## config.mk

```make
export PLATFORM = sky130hd
export DESIGN_NAME = rr_bus_sched_flat
export DESIGN_NICKNAME = d
export VERILOG_FILES = /design/src/rtl/rr_bus_sched_pkg.sv /design/src/rtl/rr_bus_sched_if.sv /design/src/rtl/rr_bus_sched_pick.sv /design/src/rtl/rr_bus_sched.sv /design/src/flat_wrapper.sv
export SDC_FILE = /design/constraint.sdc
export NUM_CORES = 1
export LEC_CHECK = 0
export CAP_MARGIN = 30
export CORE_MARGIN = 1.5
export CORE_UTILIZATION = 45
export DETAILED_ROUTE_END_ITERATION = 7
export HOLD_SLACK_MARGIN = 0.06
export PLACE_DENSITY = 0.82
export SYNTH_ARGS = -nofsm -noshare
export SYNTH_HDL_FRONTEND = slang
export SYNTH_SLANG_ARGS = --single-unit
export TNS_END_PERCENT = 5
```

## constraint.sdc

```tcl
create_clock -name clk -period 2.35 [get_ports clk]
set_input_delay 0.235 -clock clk [delete_from_list [all_inputs] [get_ports clk]]
set_output_delay 0.235 -clock clk [all_outputs]
set_load 0.03 [all_outputs]
```

## src/rtl/rr_bus_sched_pkg.sv

```systemverilog
// Shared types and constants for the round-robin bus scheduler.
package rr_bus_pkg;

   localparam int unsigned N_DEF         = 4;
   localparam int unsigned MAX_BURST_DEF = 8;

   typedef enum logic [1:0] {
      IDLE,
      OWN,
      TURN
   } state_t;

   // Index of the set bit; result is 0 for an all-zero vector.
   function automatic int unsigned onehot_to_idx(input logic [31:0] oh);
      onehot_to_idx = 0;
      for (int unsigned i = 0; i < 32; i++) begin
         if ((oh >> i) == 32'd1) onehot_to_idx = i;
      end
   endfunction

endpackage

```

## src/rtl/rr_bus_sched_if.sv

```systemverilog
// Request/grant bundle between the requesters and the bus scheduler.
interface rr_bus_sched_if
   import rr_bus_pkg::*;
#(
   parameter int unsigned N = N_DEF
);

   logic [N-1:0]         req_in;
   logic [N-1:0]         last_in;
   logic [N-1:0]         gnt_out;
   logic [$clog2(N)-1:0] owner_out;
   logic                 busy_out;
   logic                 preempt_out;

   modport slave (
      input  req_in, last_in,
      output gnt_out, owner_out, busy_out, preempt_out
   );

   modport master (
      output req_in, last_in,
      input  gnt_out, owner_out, busy_out, preempt_out
   );

endinterface

```

## src/rtl/rr_bus_sched_pick.sv

```systemverilog
// Combinational rotating-priority picker: first requester at or after ptr wins.
module rr_pick
   import rr_bus_pkg::*;
#(
   parameter int unsigned N = N_DEF
) (
   input  logic [N-1:0]         req,
   input  logic [$clog2(N)-1:0] ptr,
   output logic [N-1:0]         win,
   output logic                 valid
);

   localparam int unsigned IW = $clog2(N);

   logic [IW-1:0] idx;

   always_comb begin
      win   = '0;
      valid = 1'b0;
      idx   = '0;
      for (int unsigned k = 0; k < N; k++) begin
         idx = IW'((32'(ptr) + k) % N);
         if (!valid && req[idx]) begin
            win[idx] = 1'b1;
            valid    = 1'b1;
         end
      end
   end

endmodule

```

## src/rtl/rr_bus_sched.sv

```systemverilog
// Round-robin bus scheduler: grant, bounded burst hold, one turnaround cycle.
module rr_bus_sched
   import rr_bus_pkg::*;
#(
   parameter int unsigned N         = N_DEF,
   parameter int unsigned MAX_BURST = MAX_BURST_DEF
) (
   input logic           clk,
   input logic           rst,
   rr_bus_sched_if.slave bus
);

   localparam int unsigned IW = $clog2(N);
   localparam int unsigned CW = $clog2(MAX_BURST + 1);

   state_t        state, state_nx;
   logic [N-1:0]  gnt, gnt_nx, win;
   logic [IW-1:0] owner, owner_nx, ptr, ptr_nx, win_idx;
   logic [CW-1:0] cnt, cnt_nx;
   logic          preempt, preempt_nx;
   logic          valid, own_last, own_req, burst_end, rel;

   rr_pick #(.N(N)) u_pick (
      .req   (bus.req_in),
      .ptr   (ptr),
      .win   (win),
      .valid (valid)
   );

   assign win_idx = IW'(onehot_to_idx(32'(win)));

   // cnt holds completed owned cycles, so the current cycle is cnt+1.
   assign own_last  = bus.last_in[owner];
   assign own_req   = bus.req_in[owner];
   assign burst_end = (cnt == CW'(MAX_BURST - 1));
   assign rel       = own_last || !own_req || burst_end;

   always_comb begin
      state_nx   = state;
      gnt_nx     = gnt;
      owner_nx   = owner;
      ptr_nx     = ptr;
      cnt_nx     = cnt;
      preempt_nx = 1'b0;
      unique case (state)
         IDLE: begin
            if (valid) begin
               state_nx = OWN;
               gnt_nx   = win;
               owner_nx = win_idx;
               cnt_nx   = '0;
               ptr_nx   = (win_idx == IW'(N - 1)) ? '0 : win_idx + IW'(1);
            end
         end
         OWN: begin
            if (rel) begin
               state_nx   = TURN;
               gnt_nx     = '0;
               preempt_nx = burst_end && own_req && !own_last;
            end else begin
               cnt_nx = cnt + CW'(1);
            end
         end
         TURN: state_nx = IDLE;
         default: state_nx = IDLE;
      endcase
   end

   always_ff @(posedge clk or posedge rst) begin
      if (rst) begin
         state   <= IDLE;
         gnt     <= '0;
         owner   <= '0;
         ptr     <= '0;
         cnt     <= '0;
         preempt <= 1'b0;
      end else begin
         state   <= state_nx;
         gnt     <= gnt_nx;
         owner   <= owner_nx;
         ptr     <= ptr_nx;
         cnt     <= cnt_nx;
         preempt <= preempt_nx;
      end
   end

   assign bus.gnt_out     = gnt;
   assign bus.owner_out   = owner;
   assign bus.busy_out    = |gnt;
   assign bus.preempt_out = preempt;

endmodule

```

## src/flat_wrapper.sv

```systemverilog
// flat-port wrapper written by rule: the top's interface ports become plain ports
module rr_bus_sched_flat import rr_bus_pkg::*;
#(
   parameter int unsigned N         = N_DEF,
   parameter int unsigned MAX_BURST = MAX_BURST_DEF
)
  (clk, rst, bus_req_in, bus_last_in, bus_gnt_out, bus_owner_out, bus_busy_out, bus_preempt_out);
  rr_bus_sched_if #(.N(N)) bus_i ();
  input logic clk;
  input logic rst;
  input wire logic [$bits(bus_i.req_in)-1:0] bus_req_in;
  input wire logic [$bits(bus_i.last_in)-1:0] bus_last_in;
  output wire logic [$bits(bus_i.gnt_out)-1:0] bus_gnt_out;
  output wire logic [$bits(bus_i.owner_out)-1:0] bus_owner_out;
  output wire logic [$bits(bus_i.busy_out)-1:0] bus_busy_out;
  output wire logic [$bits(bus_i.preempt_out)-1:0] bus_preempt_out;
  assign bus_i.req_in = bus_req_in;
  assign bus_i.last_in = bus_last_in;
  assign bus_gnt_out = bus_i.gnt_out;
  assign bus_owner_out = bus_i.owner_out;
  assign bus_busy_out = bus_i.busy_out;
  assign bus_preempt_out = bus_i.preempt_out;
  rr_bus_sched #(.N(N), .MAX_BURST(MAX_BURST)) u_core (.clk(clk), .rst(rst), .bus(bus_i));
endmodule
```

==> results of run 1 <==
[worst max-delay path: stages (launching register included)]
cell,delay (ns)
sky130_fd_sc_hd__dfrtp_1,0.39
sky130_fd_sc_hd__inv_1,0.13
sky130_fd_sc_hd__ha_4,0.25
sky130_fd_sc_hd__or3b_1,0.39
sky130_fd_sc_hd__a211o_1,0.30
sky130_fd_sc_hd__o21ai_4,0.23
sky130_fd_sc_hd__buf_4,0.16
sky130_fd_sc_hd__o2bb2ai_4,0.13
sky130_fd_sc_hd__a211oi_2,0.06
sky130_fd_sc_hd__a21o_1,0.16
[timing repair]
action | in CTS | in global routing
hold buffers | 0 | 0
buffers inserted | 0 | 1
gates cloned | 0 | 0
endpoints found under the setup margin | 5 | 6
pin swaps | 1 | 3
gates resized for setup | 3 | 10
[cells in the mapped netlist (2+ instances only)]
master / count
sky130_fd_sc_hd__o22ai_1: 5
sky130_fd_sc_hd__nand2b_1: 8
sky130_fd_sc_hd__nand2_1: 15
sky130_fd_sc_hd__a22o_1: 3
sky130_fd_sc_hd__ha_1: 6
sky130_fd_sc_hd__nor2b_1: 4
sky130_fd_sc_hd__nand3_1: 3
sky130_fd_sc_hd__inv_1: 5
sky130_fd_sc_hd__or4_1: 2
sky130_fd_sc_hd__o21ai_0: 6
sky130_fd_sc_hd__dfrtp_1: 15
sky130_fd_sc_hd__o21ai_1: 3
sky130_fd_sc_hd__nor3b_1: 2
sky130_fd_sc_hd__mux4_2: 2
sky130_fd_sc_hd__nor2_1: 7
sky130_fd_sc_hd__a211oi_1: 2
sky130_fd_sc_hd__a211o_1: 2
sky130_fd_sc_hd__o2bb2ai_1: 3
sky130_fd_sc_hd__nand3b_1: 3
sky130_fd_sc_hd__mux2i_1: 4
sky130_fd_sc_hd__nor3_1: 2
[cell type report]
| type | instances | share of cell area [%] |
|---|---|---|
| clock buffer | 4 | 1.76 |
| inverter | 5 | 1.26 |
| multi-input combinational | 98 | 52.6 |
| sequential | 15 | 25.1 |
| tap | 28 | 2.34 |
| timing repair buffer | 28 | 16.9 |
[kinds of logic (layout without fill, tap and decap cells)]
| kind of cell | Yosys count | after routing | synth area share (%) |
|---|---|---|---|
| AND/OR/NAND/NOR | 53 | 53 | 26.8 |
| multiplexers | 7 | 7 | 8.76 |
| flip-flops | 15 | 15 | 34.1 |
| adder cells (fa/ha/maj) | 6 | 6 | 6.83 |
| buffers and inverters | 7 | 37 | 2.39 |
| AO/OA/AOI/OAI | 32 | 32 | 21.0 |
[flip-flops by register name, indices dropped and copies added, names as in the netlist]
| name | count |
|---|---|
| u_core.state | 2 |
| u_core.cnt | 4 |
| u_core.bus.gnt_out | 4 |
| u_core.ptr | 2 |
| u_core.bus.preempt_out | 1 |
| u_core.bus.owner_out | 2 |
[path summary, 6_finish.rpt]
check / cells past startpoint / end
worst max-delay path: 9 / u_core.ptr[0]$_DFFE_PP0P_
worst min-delay path: 2 / u_core.bus.preempt_out$_DFF_PP0_
worst max register to register: 9 / u_core.ptr[0]$_DFFE_PP0P_
worst min register to register: 2 / u_core.bus.gnt_out[2]$_DFFE_PP0P_
max in group asynchronous: 2 / u_core.cnt[1]$_DFFE_PP0P_
min in group clk: 2 / u_core.bus.gnt_out[2]$_DFFE_PP0P_
[metal layers]
layer  vias up  track usage [%]  share of wire (%)
met1       523             28.1                 43
met3         4             4.86                4.3
met2        31             36.3                 52
met5         -                0                  0
li1        510                -                  -
met4         0             5.98                1.1
[per-stage QoR]
stage / hold slack [ns] / cell area [um^2] / power, uW / setup WS, ns
2_1_floorplan: 0.136 / 1100 / 1280 / 0.0486
3_3_place_gp: 0.496 / 1380 / 1630 / -0.0364
3_5_place_dp: 0.502 / 1380 / 1670 / -0.0901
4_1_cts: 0.310 / 1420 / 1860 / 0.0230
5_1_grt: 0.360 / 1500 / 2180 / -0.0281
6_report: 0.293 / 1500 / 2040 / 0.0427
[report_power, final]
group	switching [uW]	leakage (uW)	internal (uW)	total, uW
clock network	81.2	0.0000150	66.1	147
logic	808	0.000417	653	1460
registers	78.2	0.000194	350	428
==> impl_results.html, run 1 <==
<table>
<tr><th>Metric</th><th>Value</th></tr>
<tr><th colspan="2">Run status</th></tr>
<tr><td>Result of the run</td><td>finished clean</td></tr>
<tr><th colspan="2">Layout</th></tr>
<tr><td>Top library cells by usage in the layout, fill and taps aside</td><td>sky130_fd_sc_hd__clkdlybuf4s50_1 (17), sky130_fd_sc_hd__nand2_1 (15), sky130_fd_sc_hd__dfrtp_1 (15)</td></tr>
<tr><td>Share of layout cells above drive strength 1</td><td>20.0%</td></tr>
<tr><td>Area of the multi-input gates</td><td>787 um^2</td></tr>
<tr><td>Post-route non-filler standard cell count</td><td>178</td></tr>
<tr><td>FF/Latch Area</td><td>375 um^2</td></tr>
<tr><td>Fill cell count</td><td>187</td></tr>
<tr><td>Antenna diode count</td><td>0</td></tr>
<tr><td>Nets@finish</td><td>167</td></tr>
<tr><td>Most common cell after layout, fill and taps aside</td><td>sky130_fd_sc_hd__clkdlybuf4s50_1</td></tr>
<tr><td>Core utilization of the finished layout</td><td>66.3%</td></tr>
<tr><td>Area growth, synth to finish</td><td>35.9%</td></tr>
<tr><th colspan="2">Die</th></tr>
<tr><td>Area of the die</td><td>2750 um^2</td></tr>
<tr><td>Die extent in y</td><td>52.4 um</td></tr>
<tr><td>Number of top-level design ports</td><td>18</td></tr>
<tr><td>Initial Util</td><td>48.8%</td></tr>
<tr><td>Overall die width</td><td>52.4 um</td></tr>
<tr><td>Placeable core area</td><td>2250 um^2</td></tr>
<tr><td>Number of cell rows</td><td>17</td></tr>
<tr><th colspan="2">Power</th></tr>
<tr><td>Static leakage</td><td>0.000626 uW</td></tr>
<tr><td>Power per cell area</td><td>1360 nW/um^2</td></tr>
<tr><td>Max rail drop VDD</td><td>738 uV</td></tr>
<tr><th colspan="2">Job</th></tr>
<tr><td>Total of max-cap violations</td><td>0</td></tr>
<tr><th colspan="2">Global routing</th></tr>
<tr><td>Number of antenna violations at the first check in global routing</td><td>0</td></tr>
<tr><td>Maximum number of pins on one net before global-route repair</td><td>16</td></tr>
<tr><td>Global-route wire length before repair</td><td>4.49 mm</td></tr>
<tr><td>Vias in the first global route</td><td>1018</td></tr>
<tr><td>GRT Util Overall</td><td>21.7%</td></tr>
<tr><td>Total congestion overflow</td><td>0</td></tr>
<tr><th colspan="2">Placement</th></tr>
<tr><td>Estimated wirelength of the detail-placed design</td><td>1.95 mm</td></tr>
<tr><td>Number of cells in the design after placement</td><td>173</td></tr>
<tr><td>Input/output buffers</td><td>17</td></tr>
<tr><td>Final Wtd Congestion</td><td>0.918</td></tr>
<tr><th colspan="2">Synth</th></tr>
<tr><td>Most area-consuming cells after synthesis</td><td>sky130_fd_sc_hd__dfrtp_1 (34%), sky130_fd_sc_hd__ha_1 (6.8%), sky130_fd_sc_hd__nand2_1 (5.1%), sky130_fd_sc_hd__nand2b_1 (4.6%), sky130_fd_sc_hd__mux4_2 (4.1%)</td></tr>
<tr><td>Most instantiated flip-flop cell in the synthesis netlist</td><td>sky130_fd_sc_hd__dfrtp_1</td></tr>
<tr><td>Post-synth design cell area</td><td>1100 um^2</td></tr>
<tr><td>Fraction of synthesized cell area taken by the top area cell type</td><td>34.1%</td></tr>
<tr><td>Synthesized area per cell</td><td>9.17 um^2</td></tr>
<tr><td>Nets in the synthesized netlist</td><td>136</td></tr>
<tr><td>Number of distinct library cells after synthesis</td><td>39</td></tr>
<tr><td>Register area share after synthesis</td><td>34.1%</td></tr>
<tr><td>Cell taking the most area after synthesis</td><td>sky130_fd_sc_hd__dfrtp_1</td></tr>
<tr><td>Yosys warning count</td><td>0</td></tr>
<tr><td>Flops &amp; latches, synth</td><td>15</td></tr>
<tr><td>Number of enable-type register cells in the synthesized netlist</td><td>0</td></tr>
<tr><td>Post-Syn Instances</td><td>120</td></tr>
<tr><td>Async S/R FF share, synth</td><td>100%</td></tr>
<tr><th colspan="2">Timing</th></tr>
<tr><td>Final count of hold timing violations</td><td>0</td></tr>
<tr><td>Max Clock Skew</td><td>0.00189 ns</td></tr>
<tr><td>Worst slew margin relative to its limit</td><td>63.2%</td></tr>
<tr><td>Actual transition at the worst max-transition pin</td><td>0.551 ns</td></tr>
<tr><td>Final setup violating endpoints</td><td>0</td></tr>
<tr><td>Setup_tns</td><td>0 ns</td></tr>
<tr><td>Fin crit share</td><td>98.2%</td></tr>
<tr><td>Max-slew violation count</td><td>0</td></tr>
<tr><td>Highest attainable clock frequency</td><td>0.433 GHz</td></tr>
<tr><td>Time the final worst path needs with I/O delays and setup</td><td>2.31 ns</td></tr>
<tr><th colspan="2">CTS</th></tr>
<tr><td>Clock network latency to the later pin of the worst-skew pair</td><td>0.29 ns</td></tr>
<tr><td>Number of levels in the clock H-tree</td><td>1</td></tr>
<tr><td>Clock Pin Slew Worst Setup and Hold Paths</td><td>0.08 ns</td></tr>
<tr><td>Number of buffers created by CTS</td><td>3</td></tr>
<tr><td>Clock Tree Root</td><td>sky130_fd_sc_hd__clkbuf_4</td></tr>
<tr><td>Clock tree from TritonCTS</td><td>yes</td></tr>
<tr><td>Max clock buf depth</td><td>2</td></tr>
<tr><td>Clock sink count</td><td>15</td></tr>
<tr><th colspan="2">Worst setup path</th></tr>
<tr><td>Critical R2R Launch</td><td>u_core.ptr[0]$_DFFE_PP0P_</td></tr>
<tr><td>Worst-path maximum fanout</td><td>6</td></tr>
<tr><td>Startpoint of the most critical setup path</td><td>u_core.ptr[0]$_DFFE_PP0P_</td></tr>
<tr><td>Setup CP Type</td><td>reg -&gt; reg</td></tr>
<tr><td>Type of origin of the critical path</td><td>flip-flop</td></tr>
<tr><td>Flop2flop setup slack</td><td>0.04 ns</td></tr>
<tr><td>Kind of end point of the critical path</td><td>flip-flop</td></tr>
<tr><td>Endpoint required time on the critical path</td><td>2.54 ns</td></tr>
<tr><td>Data arrival time of the critical path</td><td>2.50 ns</td></tr>
<tr><th colspan="2">Drt</th></tr>
<tr><td>First DRT Iteration DRCs</td><td>18</td></tr>
<tr><td>Vias after detailed routing</td><td>1068</td></tr>
<tr><td>Wire length per cell</td><td>15.6 um</td></tr>
<tr><td>Wire length after detailed routing</td><td>2.79 mm</td></tr>
<tr><td>Number of detailed-route iterations in the first pass</td><td>4</td></tr>
<tr><td>ANT nets after route</td><td>0</td></tr>
<tr><td>Avg Vias per Cell</td><td>6.00</td></tr>
<tr><td>DRC violation count after routing</td><td>0</td></tr>
<tr><th colspan="2">Min path</th></tr>
<tr><td>Path category of the worst min-delay check</td><td>in -&gt; async</td></tr>
</table>
Power figures use the tool's default switching activity.
==> inputs of run 2 (changes only) <==
Settings changed: RECOVER_POWER set to 50, SLEW_MARGIN set to 30.
==> impl_results.html, run 2 (synthesis gave the netlist of run 1 again) <==
<table>
<tr><th>Metric</th><th>Value</th></tr>
<tr><th colspan="2">Drt</th></tr>
<tr><td>Vias after detailed routing</td><td>1069 (was 1068)</td></tr>
<tr><td>Number of detailed-route iterations in the first pass</td><td>4 (unchanged)</td></tr>
<tr><td>Wire length after detailed routing</td><td>2.78 mm (was 2.79 mm)</td></tr>
<tr><td>Wire length per cell</td><td>15.6 um (about the same)</td></tr>
<tr><td>ANT nets after route</td><td>0 (unchanged)</td></tr>
<tr><td>DRC violation count after routing</td><td>0 (unchanged)</td></tr>
<tr><td>First DRT Iteration DRCs</td><td>17 (was 18)</td></tr>
<tr><td>Avg Vias per Cell</td><td>6.01 (was 6.00)</td></tr>
<tr><th colspan="2">CTS</th></tr>
<tr><td>Number of levels in the clock H-tree</td><td>1 (unchanged)</td></tr>
<tr><td>Clock sink count</td><td>15 (unchanged)</td></tr>
<tr><td>Clock Tree Root</td><td>sky130_fd_sc_hd__clkbuf_4 (unchanged)</td></tr>
<tr><td>Clock Pin Slew Worst Setup and Hold Paths</td><td>0.08 ns (about the same)</td></tr>
<tr><td>Count of hold-fix buffers inserted at cts</td><td>0 (unchanged)</td></tr>
<tr><td>Clock network latency to the later pin of the worst-skew pair</td><td>0.29 ns (about the same)</td></tr>
<tr><td>Clock tree from TritonCTS</td><td>yes (unchanged)</td></tr>
<tr><td>Number of buffers created by CTS</td><td>3 (unchanged)</td></tr>
<tr><td>Max clock buf depth</td><td>2 (unchanged)</td></tr>
<tr><th colspan="2">Worst setup path</th></tr>
<tr><td>Endpoint required time on the critical path</td><td>2.54 ns (about the same)</td></tr>
<tr><td>Flop2flop setup slack</td><td>0.04 ns (about the same)</td></tr>
<tr><td>Worst flop-to-flop path endpoint</td><td>u_core.ptr[0]$_DFFE_PP0P_ (unchanged)</td></tr>
<tr><td>Critical R2R Launch</td><td>u_core.ptr[0]$_DFFE_PP0P_ (unchanged)</td></tr>
<tr><td>Type of origin of the critical path</td><td>flip-flop (unchanged)</td></tr>
<tr><td>Data arrival time of the critical path</td><td>2.50 ns (about the same)</td></tr>
<tr><td>Startpoint of the most critical setup path</td><td>u_core.ptr[0]$_DFFE_PP0P_ (unchanged)</td></tr>
<tr><td>Destination of the critical timing path</td><td>u_core.ptr[0]$_DFFE_PP0P_ (unchanged)</td></tr>
<tr><td>Worst Reg-to-Reg Cells</td><td>9 (unchanged)</td></tr>
<tr><td>Kind of end point of the critical path</td><td>flip-flop (unchanged)</td></tr>
<tr><td>Worst-path maximum fanout</td><td>6 (unchanged)</td></tr>
<tr><td>Setup CP Type</td><td>reg -&gt; reg (unchanged)</td></tr>
<tr><th colspan="2">Timing</th></tr>
<tr><td>Fin worst setup slack</td><td>0.0429 ns (was 0.0427 ns)</td></tr>
<tr><td>Worst slew margin relative to its limit</td><td>63.2% (about the same)</td></tr>
<tr><td>Final setup violating endpoints</td><td>0 (unchanged)</td></tr>
<tr><td>Time the final worst path needs with I/O delays and setup</td><td>2.31 ns (about the same)</td></tr>
<tr><td>Final count of hold timing violations</td><td>0 (unchanged)</td></tr>
<tr><td>Max-slew violation count</td><td>0 (unchanged)</td></tr>
<tr><td>Highest attainable clock frequency</td><td>0.433 GHz (about the same)</td></tr>
<tr><td>Fin crit share</td><td>98.2% (about the same)</td></tr>
<tr><td>Actual transition at the worst max-transition pin</td><td>0.551 ns (about the same)</td></tr>
<tr><td>Max Clock Skew</td><td>0.00189 ns (unchanged)</td></tr>
<tr><th colspan="2">Die</th></tr>
<tr><td>Overall die width</td><td>52.4 um (unchanged)</td></tr>
<tr><td>Number of top-level design ports</td><td>18 (unchanged)</td></tr>
<tr><td>Placeable core area</td><td>2250 um^2 (unchanged)</td></tr>
<tr><td>Number of cell rows</td><td>17 (unchanged)</td></tr>
<tr><td>Die extent in y</td><td>52.4 um (unchanged)</td></tr>
<tr><td>Area of the die</td><td>2750 um^2 (unchanged)</td></tr>
<tr><td>Initial Util</td><td>48.8% (unchanged)</td></tr>
<tr><th colspan="2">Layout</th></tr>
<tr><td>Share of layout cells above drive strength 1</td><td>20.0% (unchanged)</td></tr>
<tr><td>Area growth, synth to finish</td><td>35.9% (unchanged)</td></tr>
<tr><td>Top library cells by usage in the layout, fill and taps aside</td><td>sky130_fd_sc_hd__nand2_1 (15), sky130_fd_sc_hd__dfrtp_1 (15), sky130_fd_sc_hd__clkdlybuf4s50_1 (12) (was sky130_fd_sc_hd__clkdlybuf4s50_1 (17), sky130_fd_sc_hd__nand2_1 (15), sky130_fd_sc_hd__dfrtp_1 (15))</td></tr>
<tr><td>Core utilization of the finished layout</td><td>66.3% (unchanged)</td></tr>
<tr><td>Nets@finish</td><td>167 (unchanged)</td></tr>
<tr><td>Antenna diode count</td><td>0 (unchanged)</td></tr>
<tr><td>Post-route cell area</td><td>1500 um^2 (unchanged)</td></tr>
<tr><td>Post-route non-filler standard cell count</td><td>178 (unchanged)</td></tr>
<tr><th colspan="2">Placement</th></tr>
<tr><td>Input/output buffers</td><td>17 (unchanged)</td></tr>
<tr><td>Placed Instance Area</td><td>1380 um^2 (unchanged)</td></tr>
<tr><td>Estimated wirelength of the detail-placed design</td><td>1.95 mm (unchanged)</td></tr>
<tr><td>Number of cells in the design after placement</td><td>173 (unchanged)</td></tr>
<tr><td>Setup slack after placement</td><td>-0.0901 ns (unchanged)</td></tr>
<tr><td>Final Wtd Congestion</td><td>0.918 (unchanged)</td></tr>
<tr><th colspan="2">Global routing</th></tr>
<tr><td>Total congestion overflow</td><td>0 (unchanged)</td></tr>
<tr><td>Maximum number of pins on one net before global-route repair</td><td>16 (unchanged)</td></tr>
<tr><td>GRT Util Overall</td><td>21.7% (unchanged)</td></tr>
<tr><td>Vias in the first global route</td><td>1018 (unchanged)</td></tr>
<tr><td>Number of antenna violations at the first check in global routing</td><td>0 (unchanged)</td></tr>
<tr><td>Global-route wire length before repair</td><td>4.49 mm (unchanged)</td></tr>
<tr><th colspan="2">Job</th></tr>
<tr><td>Total of max-cap violations</td><td>0 (unchanged)</td></tr>
<tr><th colspan="2">Power</th></tr>
<tr><td>Static leakage</td><td>0.000635 uW (was 0.000626 uW)</td></tr>
<tr><td>Max rail drop VDD</td><td>738 uV (about the same)</td></tr>
<tr><td>Power per cell area</td><td>1360 nW/um^2 (about the same)</td></tr>
<tr><th colspan="2">Min path</th></tr>
<tr><td>Path category of the worst min-delay check</td><td>in -&gt; async (unchanged)</td></tr>
<tr><th colspan="2">Run status</th></tr>
<tr><td>Result of the run</td><td>finished clean (unchanged)</td></tr>
</table>
run 2: cell types whose count changed in the layout (fill, tap and decap cells not counted), sizes merged:
cell,delta
dlygate4sd3,+5
clkdlybuf4s50,-5
run 2: metrics by stage:
stage	setup TNS, ns	total power, uW	hold WS (ns)
2_1_floorplan	0	1280	0.136
3_3_place_gp	-0.0364	1630	0.496
3_5_place_dp	-0.232	1670	0.502
4_1_cts	0	1860	0.310
5_1_grt	-0.0594	2170	0.495
6_report	0	2030	0.430
run 2: what timing repair did:
| action | CTS | global route |
|---|---|---|
| setup endpoints to repair | 5 | 6 |
| pin swaps | 1 | 3 |
| buffers inserted | 0 | 1 |
| gates resized for setup | 3 | 10 |
| endpoints found under the hold margin | 0 | 0 |
run 2: final cells by class:
cell class / instances / area [um^2]
Clock buffer: 4 / 26.3
Fill cell: 187 / 759
Inverter: 5 / 18.8
Multi-Input combinational cell: 98 / 787
Sequential cell: 15 / 375
Tap cell: 28 / 35.0
Timing Repair Buffer: 28 / 253
run 2: power by group:
part           leakage [uW]  switching, uW  internal (uW)
clock network     0.0000150           81.2           66.1
registers          0.000194           77.6            350
logic              0.000425            808            648
total              0.000635            966           1060
run 2: critical path: stages (launching register included):
cell and delay, ns:
sky130_fd_sc_hd__dfrtp_1 0.39, sky130_fd_sc_hd__inv_1 0.13, sky130_fd_sc_hd__ha_4 0.25, sky130_fd_sc_hd__or3b_1 0.39, sky130_fd_sc_hd__a211o_1 0.30, sky130_fd_sc_hd__o21ai_4 0.23
sky130_fd_sc_hd__buf_4 0.16, sky130_fd_sc_hd__o2bb2ai_4 0.13, sky130_fd_sc_hd__a211oi_2 0.06, sky130_fd_sc_hd__a21o_1 0.16
run 2: metal layers:
| metal | wire [um] | vias to the layer above | global-route usage (%) |
|---|---|---|---|
| met5 | 0 | - | 0 |
| met4 | 30 | 0 | 5.98 |
| met3 | 120 | 4 | 4.86 |
| met2 | 1440 | 31 | 36.3 |
| met1 | 1190 | 523 | 28.1 |
| li1 | - | 511 | - |
run 2: worst min-delay path by stage:
stage,startpoint,to,slack [ns],cells past startpoint
floorplan,rst,u_core.bus.gnt_out[0]$_DFFE_PP0P_,0.14,1
global placement,u_core.cnt[1]$_DFFE_PP0P_,u_core.cnt[1]$_DFFE_PP0P_,0.50,2
detailed placement,u_core.bus.owner_out[1]$_DFFE_PP0P_,u_core.bus.owner_out[1]$_DFFE_PP0P_,0.50,2
CTS,rst,u_core.bus.gnt_out[0]$_DFFE_PP0P_,0.31,2
global route,rst,u_core.bus.gnt_out[2]$_DFFE_PP0P_,0.50,2
finish,rst,u_core.bus.preempt_out$_DFF_PP0_,0.43,2
==> inputs of run 3 (changes only) <==
Settings changed: CORE_ASPECT_RATIO set to 1.5, CORE_UTILIZATION 45 to 30, PLACE_DENSITY 0.82 to 0.62.
==> impl_results.html, run 3 (synthesis gave the netlist of run 1 again) <==
<table>
<tr><th>Metric</th><th>Value</th></tr>
<tr><th colspan="2">Run status</th></tr>
<tr><td>Result of the run</td><td>finished clean (unchanged)</td></tr>
<tr><th colspan="2">Layout</th></tr>
<tr><td>Nets@finish</td><td>172 (was 167)</td></tr>
<tr><td>Area growth, synth to finish</td><td>39.9% (was 35.9%)</td></tr>
<tr><td>Most common cell after layout, fill and taps aside</td><td>sky130_fd_sc_hd__buf_4</td></tr>
<tr><td>Post-route cell area</td><td>1540 um^2 (was 1500 um^2)</td></tr>
<tr><td>Share of layout cells above drive strength 1</td><td>22.6% (was 20.0%)</td></tr>
<tr><td>Antenna diode count</td><td>0 (unchanged)</td></tr>
<tr><td>Top library cells by usage in the layout, fill and taps aside</td><td>sky130_fd_sc_hd__buf_4 (16), sky130_fd_sc_hd__nand2_1 (15), sky130_fd_sc_hd__dfrtp_1 (15) (was sky130_fd_sc_hd__nand2_1 (15), sky130_fd_sc_hd__dfrtp_1 (15), sky130_fd_sc_hd__clkdlybuf4s50_1 (12))</td></tr>
<tr><th colspan="2">Timing</th></tr>
<tr><td>Hold_ws</td><td>0.467 ns (was 0.430 ns)</td></tr>
<tr><td>Setup_tns</td><td>0 ns (unchanged)</td></tr>
<tr><td>Time the final worst path needs with I/O delays and setup</td><td>2.22 ns (was 2.31 ns)</td></tr>
<tr><td>Final setup violating endpoints</td><td>0 (unchanged)</td></tr>
<tr><td>Fin crit share</td><td>94.5% (was 98.2%)</td></tr>
<tr><td>Max Clock Skew</td><td>0.00274 ns (was 0.00189 ns)</td></tr>
<tr><td>Worst slew margin relative to its limit</td><td>63.0% (was 63.2%)</td></tr>
<tr><td>Max-slew violation count</td><td>0 (unchanged)</td></tr>
<tr><td>Fin worst setup slack</td><td>0.129 ns (was 0.0429 ns)</td></tr>
<tr><td>Highest attainable clock frequency</td><td>0.450 GHz (was 0.433 GHz)</td></tr>
<tr><td>Unrepaired setup endpoints after global routing</td><td>false</td></tr>
<tr><td>Actual transition at the worst max-transition pin</td><td>0.554 ns (was 0.551 ns)</td></tr>
<tr><td>Final count of hold timing violations</td><td>0 (unchanged)</td></tr>
<tr><th colspan="2">Global routing</th></tr>
<tr><td>Maximum number of pins on one net before global-route repair</td><td>16 (unchanged)</td></tr>
<tr><td>Number of antenna violations at the first check in global routing</td><td>0 (unchanged)</td></tr>
<tr><td>GRT Util Overall</td><td>15.1% (was 21.7%)</td></tr>
<tr><td>Vias in the first global route</td><td>1091 (was 1018)</td></tr>
<tr><td>Total congestion overflow</td><td>0 (unchanged)</td></tr>
<tr><td>Global-route wire length before repair</td><td>4.77 mm (was 4.49 mm)</td></tr>
<tr><th colspan="2">Power</th></tr>
<tr><td>Max rail drop VDD</td><td>686 uV (was 738 uV)</td></tr>
<tr><td>Sw power</td><td>946 uW (was 966 uW)</td></tr>
<tr><td>Seq pwr share</td><td>21.0% (was 21.1%)</td></tr>
<tr><td>Internal power component</td><td>1130 uW (was 1060 uW)</td></tr>
<tr><td>Static leakage</td><td>0.000662 uW (was 0.000635 uW)</td></tr>
<tr><td>Power per cell area</td><td>1350 nW/um^2 (was 1360 nW/um^2)</td></tr>
<tr><td>Switching Fraction</td><td>45.6% (was 47.6%)</td></tr>
<tr><td>Clock network power share</td><td>10.1% (was 7.3%)</td></tr>
<tr><td>Power share of the combinational group</td><td>68.9% (was 71.7%)</td></tr>
<tr><th colspan="2">Worst setup path</th></tr>
<tr><td>Data arrival time of the critical path</td><td>2.35 ns (was 2.50 ns)</td></tr>
<tr><td>Slowest cell delay on critical path</td><td>0.38 ns (was 0.39 ns)</td></tr>
<tr><td>Slowest cell on the critical path</td><td>sky130_fd_sc_hd__dfrtp_1 (unchanged)</td></tr>
<tr><td>Endpoint required time on the critical path</td><td>2.48 ns (was 2.54 ns)</td></tr>
<tr><td>Critical R2R Launch</td><td>u_core.ptr[1]$_DFFE_PP0P_ (was u_core.ptr[0]$_DFFE_PP0P_)</td></tr>
<tr><td>Top cell family by delay on the critical path</td><td>compound AO/OA/AOI/OAI gates (unchanged)</td></tr>
<tr><td>Critical path buffer and inverter count</td><td>2 (unchanged)</td></tr>
<tr><td>Critical path cell sequence</td><td>inv_1 &gt; ha_4 &gt; mux2i_2 &gt; mux2_2 &gt; buf_4 &gt; a211oi_1 &gt; o2bb2ai_2 &gt; a211oi_2 &gt; nor2_1 (was inv_1 &gt; ha_4 &gt; or3b_1 &gt; a211o_1 &gt; o21ai_4 &gt; buf_4 &gt; o2bb2ai_4 &gt; a211oi_2 &gt; a21o_1)</td></tr>
<tr><td>Worst-path maximum fanout</td><td>6 (unchanged)</td></tr>
<tr><td>Type of origin of the critical path</td><td>flip-flop (unchanged)</td></tr>
<tr><td>Kind of end point of the critical path</td><td>flip-flop (unchanged)</td></tr>
<tr><td>Flop2flop setup slack</td><td>0.13 ns (was 0.04 ns)</td></tr>
<tr><td>Startpoint of the most critical setup path</td><td>u_core.ptr[1]$_DFFE_PP0P_ (was u_core.ptr[0]$_DFFE_PP0P_)</td></tr>
<tr><td>Setup CP Type</td><td>reg -&gt; reg (unchanged)</td></tr>
<tr><th colspan="2">Drt</th></tr>
<tr><td>Wire length per cell</td><td>14.7 um (was 15.6 um)</td></tr>
<tr><td>Avg Vias per Cell</td><td>5.31 (was 6.01)</td></tr>
<tr><td>Number of detailed-route iterations in the first pass</td><td>4 (unchanged)</td></tr>
<tr><td>Vias after detailed routing</td><td>1047 (was 1069)</td></tr>
<tr><td>ANT nets after route</td><td>0 (unchanged)</td></tr>
<tr><td>First DRT Iteration DRCs</td><td>28 (was 17)</td></tr>
<tr><td>DRC violation count after routing</td><td>0 (unchanged)</td></tr>
<tr><td>Wire length after detailed routing</td><td>2.90 mm (was 2.78 mm)</td></tr>
<tr><th colspan="2">CTS</th></tr>
<tr><td>Clock tree from TritonCTS</td><td>yes (unchanged)</td></tr>
<tr><td>Number of buffers created by CTS</td><td>3 (unchanged)</td></tr>
<tr><td>Number of levels in the clock H-tree</td><td>1 (unchanged)</td></tr>
<tr><td>Clock network latency to the later pin of the worst-skew pair</td><td>0.25 ns (was 0.29 ns)</td></tr>
<tr><td>Clock sink count</td><td>15 (unchanged)</td></tr>
<tr><td>Max clock buf depth</td><td>2 (unchanged)</td></tr>
<tr><td>Clock Pin Slew Worst Setup and Hold Paths</td><td>0.06 ns (was 0.08 ns)</td></tr>
<tr><td>Clock Tree Root</td><td>sky130_fd_sc_hd__clkbuf_8 (was sky130_fd_sc_hd__clkbuf_4)</td></tr>
<tr><th colspan="2">Die</th></tr>
<tr><td>Number of cell rows</td><td>26 (was 17)</td></tr>
<tr><td>Placeable core area</td><td>3450 um^2 (was 2250 um^2)</td></tr>
<tr><td>Area of the die</td><td>4050 um^2 (was 2750 um^2)</td></tr>
<tr><td>Initial Util</td><td>31.9% (was 48.8%)</td></tr>
<tr><td>Number of top-level design ports</td><td>18 (unchanged)</td></tr>
<tr><td>Overall die width</td><td>52.4 um (unchanged)</td></tr>
<tr><td>Die extent in y</td><td>77.2 um (was 52.4 um)</td></tr>
<tr><th colspan="2">Min path</th></tr>
<tr><td>Path category of the worst min-delay check</td><td>in -&gt; async (unchanged)</td></tr>
<tr><th colspan="2">Placement</th></tr>
<tr><td>Input/output buffers</td><td>17 (unchanged)</td></tr>
<tr><td>Final Wtd Congestion</td><td>0.847 (was 0.918)</td></tr>
<tr><td>Placed Instance Area</td><td>1430 um^2 (was 1380 um^2)</td></tr>
<tr><td>Setup slack after placement</td><td>0.0107 ns (was -0.0901 ns)</td></tr>
<tr><td>Estimated wirelength of the detail-placed design</td><td>2.29 mm (was 1.95 mm)</td></tr>
<tr><th colspan="2">Job</th></tr>
<tr><td>Total of max-cap violations</td><td>0 (unchanged)</td></tr>
</table>
run 3: cell count changes in the layout (fill, tap and decap cells not counted), sizes merged:
cell | before | now
clkbuf | 4 | 3
buf | 11 | 16
clkinv | 0 | 1
run 3: layout make-up:
class	instances	area (um^2)
Clock buffer	3	41.3
Tap cell	42	52.6
Clock inverter	1	5.00
Inverter	5	18.8
Timing Repair Buffer	33	290
Multi-Input combinational cell	98	756
Sequential cell	15	375
Fill cell	359	1910
run 3: worst paths after layout:
| check | end | cells past startpoint |
|---|---|---|
| worst min-delay path | u_core.bus.owner_out[1]$_DFFE_PP0P_ | 2 |
| worst max register to register | u_core.bus.owner_out[0]$_DFFE_PP0P_ | 9 |
| min in group clk | u_core.cnt[1]$_DFFE_PP0P_ | 2 |
| max in group asynchronous | u_core.state[0]$_DFFE_PP0P_ | 2 |
| worst max-delay path | u_core.bus.owner_out[0]$_DFFE_PP0P_ | 9 |
| worst min register to register | u_core.cnt[1]$_DFFE_PP0P_ | 2 |
run 3: what timing repair did:
action | CTS | global route
hold buffers | 0 | 0
setup endpoints to repair | 0 | 6
gates resized for setup | 0 | 10
setup buffers | 0 | 1
run 3: per-stage QoR:
stage,total power [uW],std cells,utilization (%)
after global routing,2240,197,44.6
after CTS,1960,196,42.9
after floorplan,1280,120,-
final,2070,197,44.6
after global placement,1710,192,41.5
after detailed placement,1740,192,41.5
run 3: power groups by stage:
stage | clock network [uW] | logic (uW) | registers, uW
after detailed placement | 0 | 1300 | 440
after global placement | 0 | 1270 | 436
final | 210 | 1430 | 435
after floorplan | 0 | 757 | 518
after CTS | 217 | 1300 | 439
after global routing | 228 | 1560 | 453
run 3: metal layers:
| layer | vias to the layer above | GRT usage (%) | part of all wire (%) |
|---|---|---|---|
| li1 | 519 | - | - |
| met1 | 502 | 17.0 | 42 |
| met2 | 19 | 27.5 | 53 |
| met3 | 7 | 0.584 | 1.8 |
| met4 | 0 | 7.44 | 2.5 |
| met5 | - | 0 | 0 |
